[config.mk]
export PLATFORM = sky130hd
export DESIGN_NAME = fetch_branch_unit
export DESIGN_NICKNAME = d
export VERILOG_FILES = /design/src/rtl/cpu_pkg.sv /design/src/rtl/branch_target_gen.sv /design/src/rtl/fetch_branch_unit.sv
export SDC_FILE = /design/constraint.sdc
export NUM_CORES = 1
export LEC_CHECK = 0
export BUFFER_PORTS_ARGS = -buffer_cell sky130_fd_sc_hd__buf_4
export CAP_MARGIN = 10
export CORE_MARGIN = 8
export CORE_UTILIZATION = 50
export DETAILED_ROUTE_END_ITERATION = 10
export PLACE_DENSITY = 0.72
export SLEW_MARGIN = 5
export SYNTH_ARGS = -nofsm -noshare
export SYNTH_HDL_FRONTEND = slang
export SYNTH_SLANG_ARGS = --single-unit
[constraint.sdc]
create_clock -name clk -period 10.1 [get_ports clk]
set_input_delay 0 -clock clk [delete_from_list [all_inputs] [get_ports clk]]
set_output_delay 0 -clock clk [all_outputs]
set_load 0.01 [all_outputs]
[src/rtl/cpu_pkg.sv]
// Shared encodings and types for the fetch/branch unit.
package cpu_pkg;

  // Top byte of CBZ and B.cond encodings
  localparam logic [7:0] CBZ_PFX   = 8'b10110100;
  localparam logic [7:0] BCOND_PFX = 8'b01010100;

  // Condition code for "less than" in B.cond
  localparam logic [4:0] COND_LT   = 5'b01011;

  // Registered condition flags, packed as {N,Z,V,C}
  typedef struct packed {
    logic n;
    logic z;
    logic v;
    logic c;
  } flags_t;

  typedef enum logic [0:0] {
    RUN  = 1'b0,
    HALT = 1'b1
  } fetch_state_t;

endpackage

[src/rtl/branch_target_gen.sv]
// Combinational next-address candidates: sequential, unconditional and
// conditional branch targets, all relative to the current PC.
module branch_target_gen #(
  parameter int ADDR_W = 64
) (
  input  logic [ADDR_W-1:0] pc,
  input  logic [31:0]       instr,
  output logic [ADDR_W-1:0] pc_plus4,
  output logic [ADDR_W-1:0] br_target,
  output logic [ADDR_W-1:0] cond_target
);

  logic [ADDR_W-1:0] br_off;
  logic [ADDR_W-1:0] cond_off;

  // Opcode bits are decoded by the parent; they play no part in targets
  logic unused_opcode_bits;
  assign unused_opcode_bits = &{1'b0, instr[31:26]};

  // Sign-extend the immediates and scale them from words to bytes
  assign br_off   = {{(ADDR_W-28){instr[25]}}, instr[25:0], 2'b00};
  assign cond_off = {{(ADDR_W-21){instr[23]}}, instr[23:5], 2'b00};

  // Modulo-2^ADDR_W adds; wrap-around is intentionally silent
  assign pc_plus4    = pc + ADDR_W'(4);
  assign br_target   = pc + br_off;
  assign cond_target = pc + cond_off;

endmodule

[src/rtl/fetch_branch_unit.sv]
// Program counter, condition flags and branch resolution feeding the
// control unit. "B 0" (a branch to itself) is treated as program halt.
module fetch_branch_unit
  import cpu_pkg::*;
#(
  parameter int                ADDR_W   = 64,
  parameter logic [ADDR_W-1:0] RESET_PC = '0
) (
  input  logic              clk,
  input  logic              reset,
  input  logic              stall,
  input  logic [31:0]       instr,
  output logic [ADDR_W-1:0] imem_addr,
  output logic [10:0]       opcode,
  input  logic              UBranch,
  input  logic              Branch,
  input  logic              alu_zero,
  input  logic              alu_neg,
  input  logic              alu_ovf,
  input  logic              alu_carry,
  input  logic              flag_we,
  output logic [3:0]        flags,
  output logic              halted
);

  logic [ADDR_W-1:0] pc_reg;
  flags_t            flags_reg;
  fetch_state_t      state_reg;
  logic              halted_reg;

  logic [ADDR_W-1:0] pc_plus4;
  logic [ADDR_W-1:0] br_target;
  logic [ADDR_W-1:0] cond_target;
  logic [ADDR_W-1:0] pc_next;

  logic is_cbz;
  logic is_blt;
  logic taken_u;
  logic taken_c;
  logic halt_req;

  branch_target_gen #(
    .ADDR_W (ADDR_W)
  ) u_targets (
    .pc          (pc_reg),
    .instr       (instr),
    .pc_plus4    (pc_plus4),
    .br_target   (br_target),
    .cond_target (cond_target)
  );

  assign imem_addr = pc_reg;
  assign opcode    = instr[31:21];
  assign flags     = flags_reg;
  assign halted    = halted_reg;

  // Branch decision uses the flags registered by an earlier instruction,
  // so an instruction can never test flags it is setting itself
  assign is_cbz   = (instr[31:24] == CBZ_PFX);
  assign is_blt   = (instr[31:24] == BCOND_PFX) && (instr[4:0] == COND_LT);
  assign taken_u  = UBranch;
  assign taken_c  = Branch && ((is_cbz && alu_zero) ||
                               (is_blt && (flags_reg.n != flags_reg.v)));
  assign halt_req = UBranch && (instr[25:0] == 26'd0);

  // Next-PC select; the unconditional branch wins over the conditional one
  always_comb begin
    pc_next = pc_plus4;
    if (taken_u) begin
      pc_next = br_target;
    end else if (taken_c) begin
      pc_next = cond_target;
    end
  end

  // Run/halt state machine owning PC, flags and the halted output.
  // Stall is checked before any branch input so X from the control unit
  // cannot reach state while stalled.
  always_ff @(posedge clk) begin
    if (reset) begin
      pc_reg     <= RESET_PC;
      flags_reg  <= '0;
      state_reg  <= RUN;
      halted_reg <= 1'b0;
    end else begin
      case (state_reg)
        RUN: begin
          if (!stall) begin
            if (halt_req) begin
              state_reg  <= HALT;
              halted_reg <= 1'b1;
            end else begin
              pc_reg <= pc_next;
              if (flag_we) begin
                flags_reg <= '{n: alu_neg, z: alu_zero, v: alu_ovf, c: alu_carry};
              end
            end
          end
        end
        HALT: begin
          halted_reg <= 1'b1;
        end
      endcase
    end
  end

endmodule

# Yosys cells after proc, flatten, opt, wreduce, memory -nomap -nowiden
# Cells that the tools add are included.
[totals]
out_inout_bits = 80
register_bits = 70
word_cells = 37
inputBits = 42
[op_classes]
add_sub_neg = 3
eq_ne = 6
mux = 8
n_bitwise = 3
reduce_logical = 10
[op_table]
columns = ["cell", "count"]
rows = [
  ["adder 64 bit", 2],
  ["two-way mux 64 bit", 2],
  ["adder 64 x 3 -> 64 bit, second input constant", 1],
  ["logical NOT 26 bit", 1],
  ["equality test 8 x 7 -> 1 bit, second input constant", 1],
  ["equality test 8 bit, second input constant", 1],
  ["equality test 5 x 4 -> 1 bit, second input constant", 1],
  ["logical AND 1 bit", 5],
  ["two-way mux 1 bit", 5],
  ["inequality test 2 bit, second input constant", 2],
  ["AND reduction 4 bit", 1],
  ["NOT 1 bit", 3],
  ["AND reduction 3 bit", 1],
  ["one-hot mux 1 bit (2 select lines)", 1],
  ["AND reduction 2 bit", 1],
  ["logical OR 1 bit", 1],
  ["inequality test 1 bit", 1],
]

# Longest topological paths before layout
# Gate-level depths: netlist of run 1.
[depth]
ltp_word = 7
ltp_mapped = 19
ltp_nobuf = 16

# Cells and area by module
# From an unflattened synthesis of run 1, not the netlist that was laid out.
[hier_totals]
hier_cells = 1642
hier_area_um2 = 12708.4
[modules_own_cells]
columns = ["mod", "area_per_inst_um2", "seq_area_each_um2", "cells_each", "n_inst"]
rows = [
  ["branch_target_gen", 8102.8, 0.0, 1217, 1],
  ["fetch_branch_unit", 4605.7, 1401.3, 425, 1],
]

# Worst setup path before layout of run 1
# OpenSTA, ideal clock, no wires.
[synth_path]
kind = "register to register"
from = "reg flags_reg (netlist bit flags[3])"
to = "reg pc_reg[51], in the netlist imem_addr[51]"
required_ns = 9.980
setup_time_ns = 0.120
n_path_buf = 2
stages_incl_launch_ff = 19
synth_period_minus_slack_ns = 4.097
setup_slack_ns = 6.003
arrival_time_ns = 3.977
path_cell_list = "dfxtp_1 > xor2_1 > nand4_1 > a21oi_1 > a21oi_1 > a21o_1 > inv_1 > ha_1 > buf_2 > a21o_1 > a21o_1 > a21oi_1 > o211ai_1 > a41oi_2 > a21oi_1 > or2_0 > buf_2 > a21o_1 > a211o_1"
[synth_via]
elab_chain_cells = 6
[synth_lines]
columns = ["element", "line_no", "source"]
rows = [
  ["from (decl)", "fetch_branch_unit.sv:27", "flags_t flags_reg;"],
  ["from (signal assigned)", "fetch_branch_unit.sv:95", "flags_reg <= '{n: alu_neg, z: alu_zero, v: alu_ovf, c: alu_carry};"],
  ["inequality test 1 bit", "fetch_branch_unit.sv:63", "(is_blt && (flags_reg.n != flags_reg.v)));"],
  ["logical AND 1 bit", "fetch_branch_unit.sv:63", ""],
  ["logical OR 1 bit", "fetch_branch_unit.sv:62", "assign taken_c = Branch && ((is_cbz && alu_zero) ||"],
  ["logical AND 1 bit", "fetch_branch_unit.sv:62", ""],
  ["two-way mux 64 bit", "fetch_branch_unit.sv:71", "end else if (taken_c) begin"],
  ["two-way mux 64 bit", "fetch_branch_unit.sv:69", "if (taken_u) begin"],
  ["to (signal assigned)", "fetch_branch_unit.sv:93", "pc_reg <= pc_next;"],
  ["to (decl)", "fetch_branch_unit.sv:26", "logic [ADDR_W-1:0] pc_reg;"],
]
# Every way passes these cells.
# A chain may end at the register's enable or synchronous reset.

# Worst setup path after layout of run 1
[layout_path]
from = "reg flags_reg (netlist bit flags[1])"
to = "reg pc_reg[60], in the netlist imem_addr[60]"
# Same word-level chain as after synthesis.

==> out/qor.txt, run 1 <==
Status = finished, final reports clean
Worst-path clk slew = 0.06 ns
Share of layout cells above drive strength 1 = 16.26%
Synth area leaders = dfxtp_1 19%, ha_1 11%, a21oi_1 8.9%
Final non-filler cell total = 1,244
Slew Limit Fails = 0
Hold depth = 4
Placed cell count = 1,220
Final period util = 44.42%
Flops & latches, synth = 68
Crit Path Class = reg2reg
P per Cell Area = 125.8 nW/µm²
CTS resizes = 0
Largest register FFs = 62
Root Driver = clkbuf_16
Die Span Y = 135.5 µm
Die W = 135.5 µm
CP Capture Type = flip-flop
Yosys top cell area share = 19.06%
Final core utilization = 59.22%
TritonCTS sink count = 68
DRT antenna net count = 0
Worst Setup EP = imem_addr[60]
Final WL = 22.39 mm
Slew Limit Headroom = 41.44%
Reg2reg start = flags[1]
Synthesized area = 7142 µm²
Most common cell after layout, fill and taps aside = nand2_1
Antenna violations before repair = 0
Vias in the first global route = 7,378
Final setup violation count = 0
Leakage = 3.808 nW
Hold crit path type = in2reg
Hold Slack = 0.04852 ns
Syn avg cell area = 7.251 µm²
Area Overhead vs Synth = 15.54%
Io pins = 122
R2R depth = 18
Clock latency on the worst-skew pair = 0.36 ns
Worst vdd ir = 0.09231 mV
Syn Inst Count = 985
Yosys warns = 0
Ys flop type = dfxtp_1
Global-route wire length before repair = 36.59 mm
Clock buffer depth = 2
DRC viols = 0
Maxcap violations = 0
N_diodes = 0
Core footprint = 13,930 µm²
Tmin final = 4.486 ns
Drt initial violations = 642
Biggest area consumer among synthesized cells = dfxtp_1
FFs w/ async S/R, synth = 0%
Final #Nets = 1,164
RSZ-0062 raised after global routing = false
Drt via density = 6.166
DR WL/cell = 18.00 µm
Critical Path RT = 10.40 ns
Post-synthesis sequential area ratio = 19.06%
Port bufs = 119
Fmax = 0.2229 GHz
CTS buffer count = 9
FF-to-FF End = imem_addr[60]
Largest net degree at the start of global routing = 69
Overall routing resource usage = 24.17%
Starting Density = 51.25%
Grt total ovfl = 0
HP Start = flag_we
Via Count = 7,671
Post-synth EDFFs = 0
Post-synth cell types = 94
Most frequent cells in the layout = 163 x nand2_1, 127 x a21oi_1, 125 x buf_4, 68 x dfxtp_1, 61 x ha_1
CTS tree = built
Least-Margin Pin Slew = 0.8784 ns
Worst EP arrival = 4.78 ns
Routability cong. = 0.9441
DP Wirelength = 16.74 mm
Final Hold Vio Count = 0
H-tree depth = 3
CP Launch Point = flags[1]
Initial DRT Pass Iterations = 6
Full die area = 18,360 µm²
Crit-path max FO = 37
Setup crit start kind = flip-flop
Num rows = 43
R2r setup slk = 5.61 ns
Clock Skew = 0.007025 ns
Fin Setup TNS = 0 ns
-- how the worst min path moves through the flow --
stage | to
floorplan | opcode[0]
global placement | opcode[6]
detailed placement | opcode[6]
CTS | flags[1]
global route | flags[1]
finish | flags[1]
-- cells by family after synthesis --
kind of cell	after synthesis	synth area share [%]
DFF	68	19.06
and+or+nand+nor	383	26.51
buffers and inverters	101	7.621
other	1	0.05251
adders and majority gates	62	10.97
muxes	1	0.1402
xor gates and xnor gates	29	3.556
AOI/OAI and AO/OA	340	32.10
-- cells in the mapped netlist, types with 12 or more instances --
cell type	count
ha_1	61
o21ai_0	53
nor2_1	45
nand4_1	29
inv_1	30
dfxtp_1	68
o21bai_1	16
buf_4	17
nand2_1	163
clkbuf_1	29
xor2_1	12
nor3_1	23
and3_1	22
a21oi_1	127
nand3_1	35
xnor2_1	17
a21o_1	38
-- layout make-up --
| class | count | area [µm²] |
|---|---|---|
| fillers | 1382 | 5683 |
| multi-input cells | 817 | 5246 |
| flip-flops and latches | 68 | 1361 |
| repair buffers | 134 | 1028 |
| clock buffers | 11 | 252.7 |
| well taps | 180 | 225.2 |
| inverters | 30 | 112.6 |
| clock inverters | 4 | 25.02 |
-- power breakdown --
part	total, W	internal [W]	switching (W)
clock network	0.000306	0.000177	0.000129
registers	0.000320	0.000295	0.0000255
logic	0.000412	0.000168	0.000244
total	0.00104	0.000640	0.000398
-- per-layer routing --
metal | global-route usage (%) | wire length, µm | vias up
li1 | - | - | 3772
met1 | 31.07 | 9973 | 3578
met2 | 38.68 | 10200 | 288
met3 | 4.636 | 1710 | 33
met4 | 10.24 | 512 | 0
met5 | 0 | 0 | -
-- worst max-delay path, cell delays in order (launching register included) --
cell	delay (ns)
dfxtp_1	0.37
xor2_1	0.15
nand4_1	0.09
a21oi_1	0.14
buf_4	0.25
a21oi_1	0.19
a21o_1	0.23
inv_1	0.06
buf_4	0.37
ha_1	0.37
a21oi_1	0.25
o21ai_0	0.19
a221oi_1	0.30
o221ai_1	0.22
a21oi_1	0.29
o41ai_4	0.20
a21bo_1	0.25
a2111o_1	0.37
nand3_1	0.07
-- per-stage QoR --
step                setup WS (ns)  instance area (µm²)  power [W]
floorplan                   6.003                 7146  0.0006116
global route                5.140                 8252   0.001098
global placement            5.799                 7884  0.0007260
finish                      5.614                 8252   0.001038
CTS                         5.674                 8252   0.001038
detailed placement          5.708                 7884  0.0007283
-- repair_timing --
item                                    in CTS  in global routing
hold buffers                                 9                  0
hold endpoints to repair                     5                  0
endpoints found under the setup margin       0                  0
buffers inserted                             0                  0
(Power assumes the default switching activity.)
==> inputs of run 2 (changes only) <==
--- a/config.mk
+++ b/config.mk
@@ -10,7 +10,7 @@
 export CORE_MARGIN = 8
 export CORE_UTILIZATION = 50
 export DETAILED_ROUTE_END_ITERATION = 10
-export PLACE_DENSITY = 0.72
+export PLACE_DENSITY = 0.75
 export SLEW_MARGIN = 5
 export SYNTH_ARGS = -nofsm -noshare
 export SYNTH_HDL_FRONTEND = slang
==> constraint.sdc (replaced) <==
create_clock -name clk -period 3.7 [get_ports clk]
set_input_delay 0 -clock clk [delete_from_list [all_inputs] [get_ports clk]]
set_output_delay 0 -clock clk [all_outputs]
set_load 0.01 [all_outputs]
==> run 2 against run 1 <==
Critical path type unchanged; via count rose by 11%; worst hold slack got worse by 0.0019 ns; final cell count rose by 10%; highest routed layer unchanged; first-iteration DRC count rose by 31%; largest power group unchanged; clock skew barely moved.
==> out/qor.txt, run 2 (synthesized netlist as in run 1, its figures left out) <==
Levels on crit path = 18 (unchanged)
Internal = 0.002003 W (+210%)
Most common cell after layout, fill and taps aside = buf_4
Final period util = 99.75% (+55 points)
Final core utilization = 69.56% (+10 points)
Largest register FFs = 62 (unchanged)
Slew Limit Headroom = 43.62% (+2.2 points)
Full die area = 18,360 µm² (unchanged)
R2R depth = 18 (unchanged)
Clock latency on the worst-skew pair = 0.35 ns (about the same)
Drt via density = 6.176 (+0.16%)
Final setup violation count = 0 (unchanged)
Fillers = 1,150 (-17%)
Switching share of power = 37.59% (-0.79 points)
Most frequent CP cell = buf_4
Antenna violations before repair = 0 (unchanged)
Global-route wire length before repair = 38.85 mm (+6.2%)
Via Count = 8,480 (+11%)
Setup crit start kind = flip-flop
Status = finished, final reports clean
Leakage = 4.488 nW (+18%)
Logic pwr share = 45.0% (+5.3 points)
Critical Path Max Stage Delay = 0.44 ns (+0.07 ns)
Tmin final = 3.691 ns (-0.7958 ns)
Largest net degree at the start of global routing = 69 (unchanged)
Initial DRT Pass Iterations = 5 (-1)
CP Capture Type = flip-flop
Clock buffer depth = 2 (unchanged)
Routability cong. = 0.9584 (+1.5%)
Maxcap violations = 0 (unchanged)
Sw Pwr = 0.001206 W (+200%)
Share of layout cells above drive strength 1 = 31.38% (+15 points)
Grt total ovfl = 0 (unchanged)
Worst EP arrival = 3.93 ns (-0.85 ns)
Starting Density = 51.25% (unchanged)
Slowest CP cell = a2111oi_4
Hold Slack = 0.04660 ns (-0.001925 ns)
Io pins = 122 (unchanged)
Worst Path Buf+Inv = 3 (unchanged)
Clock Skew = 0.006762 ns (-0.0002623 ns)
Worst-path clk slew = 0.06 ns (about the same)
CTS tree = built
Drt initial violations = 839 (+31%)
Fmax = 0.2710 GHz (+22%)
Clock share of power = 27.6% (-1.8 points)
Final #Nets = 1,292 (+11%)
DRT antenna net count = 0 (unchanged)
Root Driver = clkbuf_16
Vias in the first global route = 7,833 (+6.2%)
Die Span Y = 135.5 µm (unchanged)
Critical Path RT = 3.94 ns (-6.46 ns)
Crit-path cells = xor2_1, nand4_1, a21oi_2, buf_4, buf_12, nand2_1, o21ai_0, ha_1, o21ai_1, o21ai_2, buf_4, nand4b_1, nand4b_4, nand3_4, a2111oi_4, o211ai_2, and3_2, a211o_1
DRC viols = 0 (unchanged)
Core footprint = 13,930 µm² (unchanged)
RSZ-0062 raised after global routing = true
Least-Margin Pin Slew = 0.8448 ns (-0.03360 ns)
Crit-path max FO = 16 (-57%)
Overall routing resource usage = 25.75% (+1.6 points)
Hold crit path type = in2reg
Most frequent cells in the layout = 248 x buf_4, 158 x nand2_1, 106 x a21oi_1, 66 x dfxtp_1
Placed Area = 8746 µm² (+11%)
H-tree depth = 3 (unchanged)
Delay-heaviest family, CP = compound AO/OA/AOI/OAI gates
Final Hold Vio Count = 0 (unchanged)
Final WL = 25.07 mm (+12%)
DP Wirelength = 18.22 mm (+8.8%)
Slew Limit Fails = 0 (unchanged)
Post-route design area = 9693 µm² (+17%)
TritonCTS sink count = 68 (unchanged)
Area Overhead vs Synth = 35.72%
Crit Path Class = reg2reg
Num rows = 43 (unchanged)
Port bufs = 119 (unchanged)
Worst vdd ir = 0.1913 mV (+110%)
Die W = 135.5 µm (unchanged)
Hold depth = 4 (unchanged)
CTS buffer count = 9 (unchanged)
DR WL/cell = 18.26 µm (+1.4%)
P per Cell Area = 331.0 nW/µm² (+160%)
Flop pwr share = 27.4% (-3.5 points)
[run 2: cell count changes in the layout (fill, tap and decap cells not counted), moves of 5 or more]
cell,delta
a211oi_1,-5
a211oi_2,+5
a21oi_1,-21
a21oi_2,+21
buf_4,+123
ha_1,-16
ha_2,+9
ha_4,+7
nand2_1,-5
nand2_2,+5
o21ai_0,-21
o21ai_1,+13
o21ai_2,+7
[run 2: layout make-up]
class	count	area, µm²	area share (%)
multi-input combinational	817	5659	58.38
tap	180	225.2	2.323
antenna	1	2.502	0.02582
sequential	68	1364	14.07
inverter	30	116.4	1.200
timing repair buffer	262	2034	20.99
clock inverter	5	52.55	0.5421
clock buffer	10	239.0	2.465
[run 2: worst min-delay path: cells and delay by family]
kind                   cells  cell delay [ns]
AO/OA/AOI/OAI              1             0.05
buffers and inverters      1             0.11
AND/OR/NAND/NOR            2             0.20
[run 2: per-layer routing]
layer	GRT usage (%)	part of all wire (%)	vias to the layer above
met4	9.809	2.1	0
li1	-	-	4045
met1	33.22	43	3995
met5	0	0	-
met2	42.06	47	399
met3	4.228	7.9	41
[run 2: repair_timing]
item / CTS / global route
endpoints found under the setup margin: 11 / 38
endpoints found under the hold margin: 5 / 0
gates resized for setup: 17 / 85
setup buffers: 3 / 18
hold buffers: 9 / 0
pin swaps: 5 / 45
[run 2: power groups by stage]
| stage | combinational (W) | sequential [W] | clock, W |
|---|---|---|---|
| floorplan | 0.000772 | 0.000904 | 0 |
| global placement | 0.00128 | 0.000888 | 0 |
| detailed placement | 0.00128 | 0.000888 | 0 |
| CTS | 0.00132 | 0.000875 | 0.000892 |
| global route | 0.00156 | 0.000888 | 0.000924 |
| finish | 0.00144 | 0.000880 | 0.000886 |
[run 2: stage by stage]
stage / total power, W / setup slack (ns) / TNS [ns] / std cells
finish: 0.003209 / 0.009395 / 0 / 1373
global route: 0.003373 / -0.2001 / -2.239 / 1372
CTS: 0.003082 / -0.02463 / -0.04902 / 1355
detailed placement: 0.002172 / -0.06094 / -0.1114 / 1328
global placement: 0.002165 / -0.006045 / -0.006045 / 1328
floorplan: 0.001676 / -0.2635 / -1.874 / 986
[run 2: path summary, 6_finish.rpt]
| path | start | end | slack, ns |
|---|---|---|---|
| max | flags[1] | imem_addr[57] | 0.009 |
| min | flag_we | flags[3] | 0.05 |
| max reg2reg | flags[1] | imem_addr[57] | 0.009 |
| min reg2reg | flags[0] | flags[0] | 0.46 |
==> inputs of run 3 (changes only) <==
--- a/config.mk
+++ b/config.mk
@@ -7,10 +7,12 @@
 export LEC_CHECK = 0
 export BUFFER_PORTS_ARGS = -buffer_cell sky130_fd_sc_hd__buf_4
 export CAP_MARGIN = 10
+export CELL_PAD_IN_SITES_DETAIL_PLACEMENT = 0
+export CELL_PAD_IN_SITES_GLOBAL_PLACEMENT = 2
 export CORE_MARGIN = 8
-export CORE_UTILIZATION = 50
+export CORE_UTILIZATION = 29
 export DETAILED_ROUTE_END_ITERATION = 10
-export PLACE_DENSITY = 0.75
+export PLACE_DENSITY_LB_ADDON = 0.1
 export SLEW_MARGIN = 5
 export SYNTH_ARGS = -nofsm -noshare
 export SYNTH_HDL_FRONTEND = slang
==> run 3 against run 2 <==
The run now ends with setup timing left; first-iteration DRC count decreased by 42%; global-route usage shrank 6.9 points; utilization fell by 24 points; count of clock-buffer cells in the layout up 1; register-to-register slack got worse by 0.11 ns; largest power group unchanged.
==> out/qor.txt, run 3 (synthesized netlist as in run 1, its figures left out) <==
Full die area = 29,900 µm² (+63%)
Failing checks = setup timing
Overall routing resource usage = 18.85% (-6.9 points)
Vias in the first global route = 8,296 (+5.9%)
Critical Path RT = 3.99 ns (+0.05 ns)
Most frequent cells in the layout = 331 x buf_4, 157 x nand2_1, 94 x a21oi_1, 66 x dfxtp_1, 44 x nor2_1
Internal = 0.002162 W (+7.9%)
Worst slack, placed = -0.3258 ns (-0.2649 ns)
Sw Pwr = 0.001319 W (+9.4%)
Placed Area = 9414 µm² (+7.6%)
Port bufs = 119 (unchanged)
CTS tree = built
Largest register FFs = 62 (unchanged)
DR WL/cell = 18.23 µm (-0.15%)
R2r setup slk = -0.10 ns (-0.11 ns)
Flop pwr share = 25.4% (-2.0 points)
Final period util = 102.8% (+3.1 points)
CP Capture Type = flip-flop
Switching share of power = 37.90% (+0.31 points)
Crit-path max FO = 7 (-9)
Die W = 172.9 µm (+28%)
Via Count = 8,402 (-0.92%)
Core footprint = 24,250 µm² (+74%)
Clock latency on the worst-skew pair = 0.36 ns (about the same)
HP Start = flag_we
Area Overhead vs Synth = 53.68%
Hold crit path type = in2reg
Slew Limit Fails = 0 (unchanged)
Least-Margin Pin Slew = 0.8380 ns (-0.006752 ns)
Starting Density = 29.45% (-22 points)
Share of layout cells above drive strength 1 = 39.22% (+7.8 points)
Tmin final = 3.805 ns (+0.1141 ns)
Clock buffer depth = 2 (unchanged)
P per Cell Area = 317.2 nW/µm² (-4.2%)
Setup WS post-layout = -0.1047 ns (-0.1141 ns)
RSZ-0062 raised after global routing = true
Worst-path clk slew = 0.07 ns (about the same)
Drt initial violations = 490 (-42%)
Clock share of power = 27.7% (about the same)
DP Wirelength = 22.01 mm (+21%)
Fmax = 0.2628 GHz (-3.0%)
Die Span Y = 172.9 µm (+28%)
Most common cell after layout, fill and taps aside = buf_4
Drt via density = 5.222 (-15%)
Final setup violation count = 8 (+8)
TritonCTS sink count = 68 (unchanged)
Logic pwr share = 46.9% (+1.9 points)
Io pins = 122 (unchanged)
Grt total ovfl = 0 (unchanged)
Final #Nets = 1,384 (+7.1%)
DRT antenna net count = 0 (unchanged)
Final Hold Vio Count = 0 (unchanged)
H-tree depth = 3 (unchanged)
Antenna violations before repair = 0 (unchanged)
Maxcap violations = 0 (unchanged)
Reg2reg start = flags[3]
Root Driver = clkbuf_16
Slew Limit Headroom = 44.13% (+0.51 points)
Initial DRT Pass Iterations = 4 (-1)
Setup crit start kind = flip-flop
Crit Path Class = reg2reg
Global-route wire length before repair = 46.26 mm (+19%)
FF-to-FF End = imem_addr[63]
Routability cong. = 0.8769 (-8.5%)
Worst EP arrival = 4.09 ns (+0.16 ns)
Post-route design area = 10,980 µm² (+13%)
Overall power = 0.003481 W (+8.5%)
Num rows = 57 (+33%)
Hold depth = 4 (unchanged)
Fin Setup TNS = -0.4529 ns (-0.4529 ns)
Largest net degree at the start of global routing = 53 (-23%)
Worst hold endpoint = flags[1]
Clock Skew = 0.01220 ns (+0.005442 ns)
Worst vdd ir = 0.2046 mV (+7.0%)
N_diodes = 0 (-1)
R2R depth = 18 (unchanged)
Status = complete, but fails checks
Final WL = 29.34 mm (+17%)
CTS buffer count = 9 (unchanged)
DRC viols = 0 (unchanged)
Leakage = 5.045 nW (+12%)
run 3: changes by cell type in the layout (fill, tap and decap cells not counted), sizes merged:
cell / delta
buf: +90
bufbuf: +1
diode: -1
inv: +1
dlygate4sd3: -1
clkbuf: +3
clkinv: -2
clkinvlp: +1
run 3: what timing repair did:
| item | in CTS | in global routing |
|---|---|---|
| resized for setup | 89 | 72 |
| pin swaps | 37 | 57 |
| buffers inserted | 28 | 17 |
| gates cloned | 1 | 2 |
| endpoints found under the hold margin | 4 | 0 |
| setup endpoints to repair | 29 | 37 |
| hold buffers | 8 | 0 |
run 3: cell type report:
type                            instances  area, µm²
Multi-Input combinational cell        817       5948
Tap cell                              324      405.4
Clock buffer                           11      252.7
Timing Repair Buffer                  354       2830
Clock inverter                          5      58.81
Sequential cell                        68       1364
Fill cell                            2561      13270
Inverter                               30      116.4
run 3: power groups by stage:
stage | sequential, W | combinational, W | clock [W]
6_report | 0.000885 | 0.00163 | 0.000963
5_1_grt | 0.000897 | 0.00178 | 0.00102
4_1_cts | 0.000885 | 0.00154 | 0.000994
3_5_place_dp | 0.000895 | 0.00141 | 0
3_3_place_gp | 0.000896 | 0.00142 | 0
2_1_floorplan | 0.000904 | 0.000772 | 0
run 3: metrics by stage:
stage	util, %	hold WS (ns)	instances
finish	45.26	0.03098	1609
global route	45.26	0.06433	1609
CTS	43.18	0.02446	1590
detailed placement	38.82	0.1910	1537
global placement	38.82	0.1897	1537
floorplan	-	0.09177	986
run 3: how the worst max path moves through the flow:
stage                     startpoint            end  slack [ns]  depth (start not counted)
after detailed placement    flags[3]  imem_addr[55]       -0.33                         19
after CTS                   flags[1]  imem_addr[63]       -0.09                         19
after global routing        flags[1]  imem_addr[63]       -0.28                         18
final                       flags[3]  imem_addr[63]       -0.10                         18
after global placement      flags[3]  imem_addr[63]       -0.26                         17
after floorplan             flags[1]  imem_addr[51]       -0.26                         18
run 3: per-layer routing:
metal	track usage, %	wire, µm	share of wire (%)
met1	26.17	14840	51
met2	30.25	13060	45
met3	3.049	1058	3.6
met4	3.845	374	1.3
met5	0	0	0
run 3: worst max-delay path: stages (launching register included):
cell and delay [ns]:
dfxtp_2 0.33, xor2_2 0.16, nand4_1 0.11, a21oi_4 0.10
a21oi_2 0.17, a21o_1 0.21, clkinvlp_4 0.16, buf_6 0.15
buf_12 0.14, ha_1 0.21, a21o_1 0.19, a21o_1 0.16
a21o_1 0.19, a2111oi_4 0.47, o41ai_4 0.17, a2111oi_4 0.39
mux2i_2 0.13, a21o_1 0.20, a21oi_2 0.10
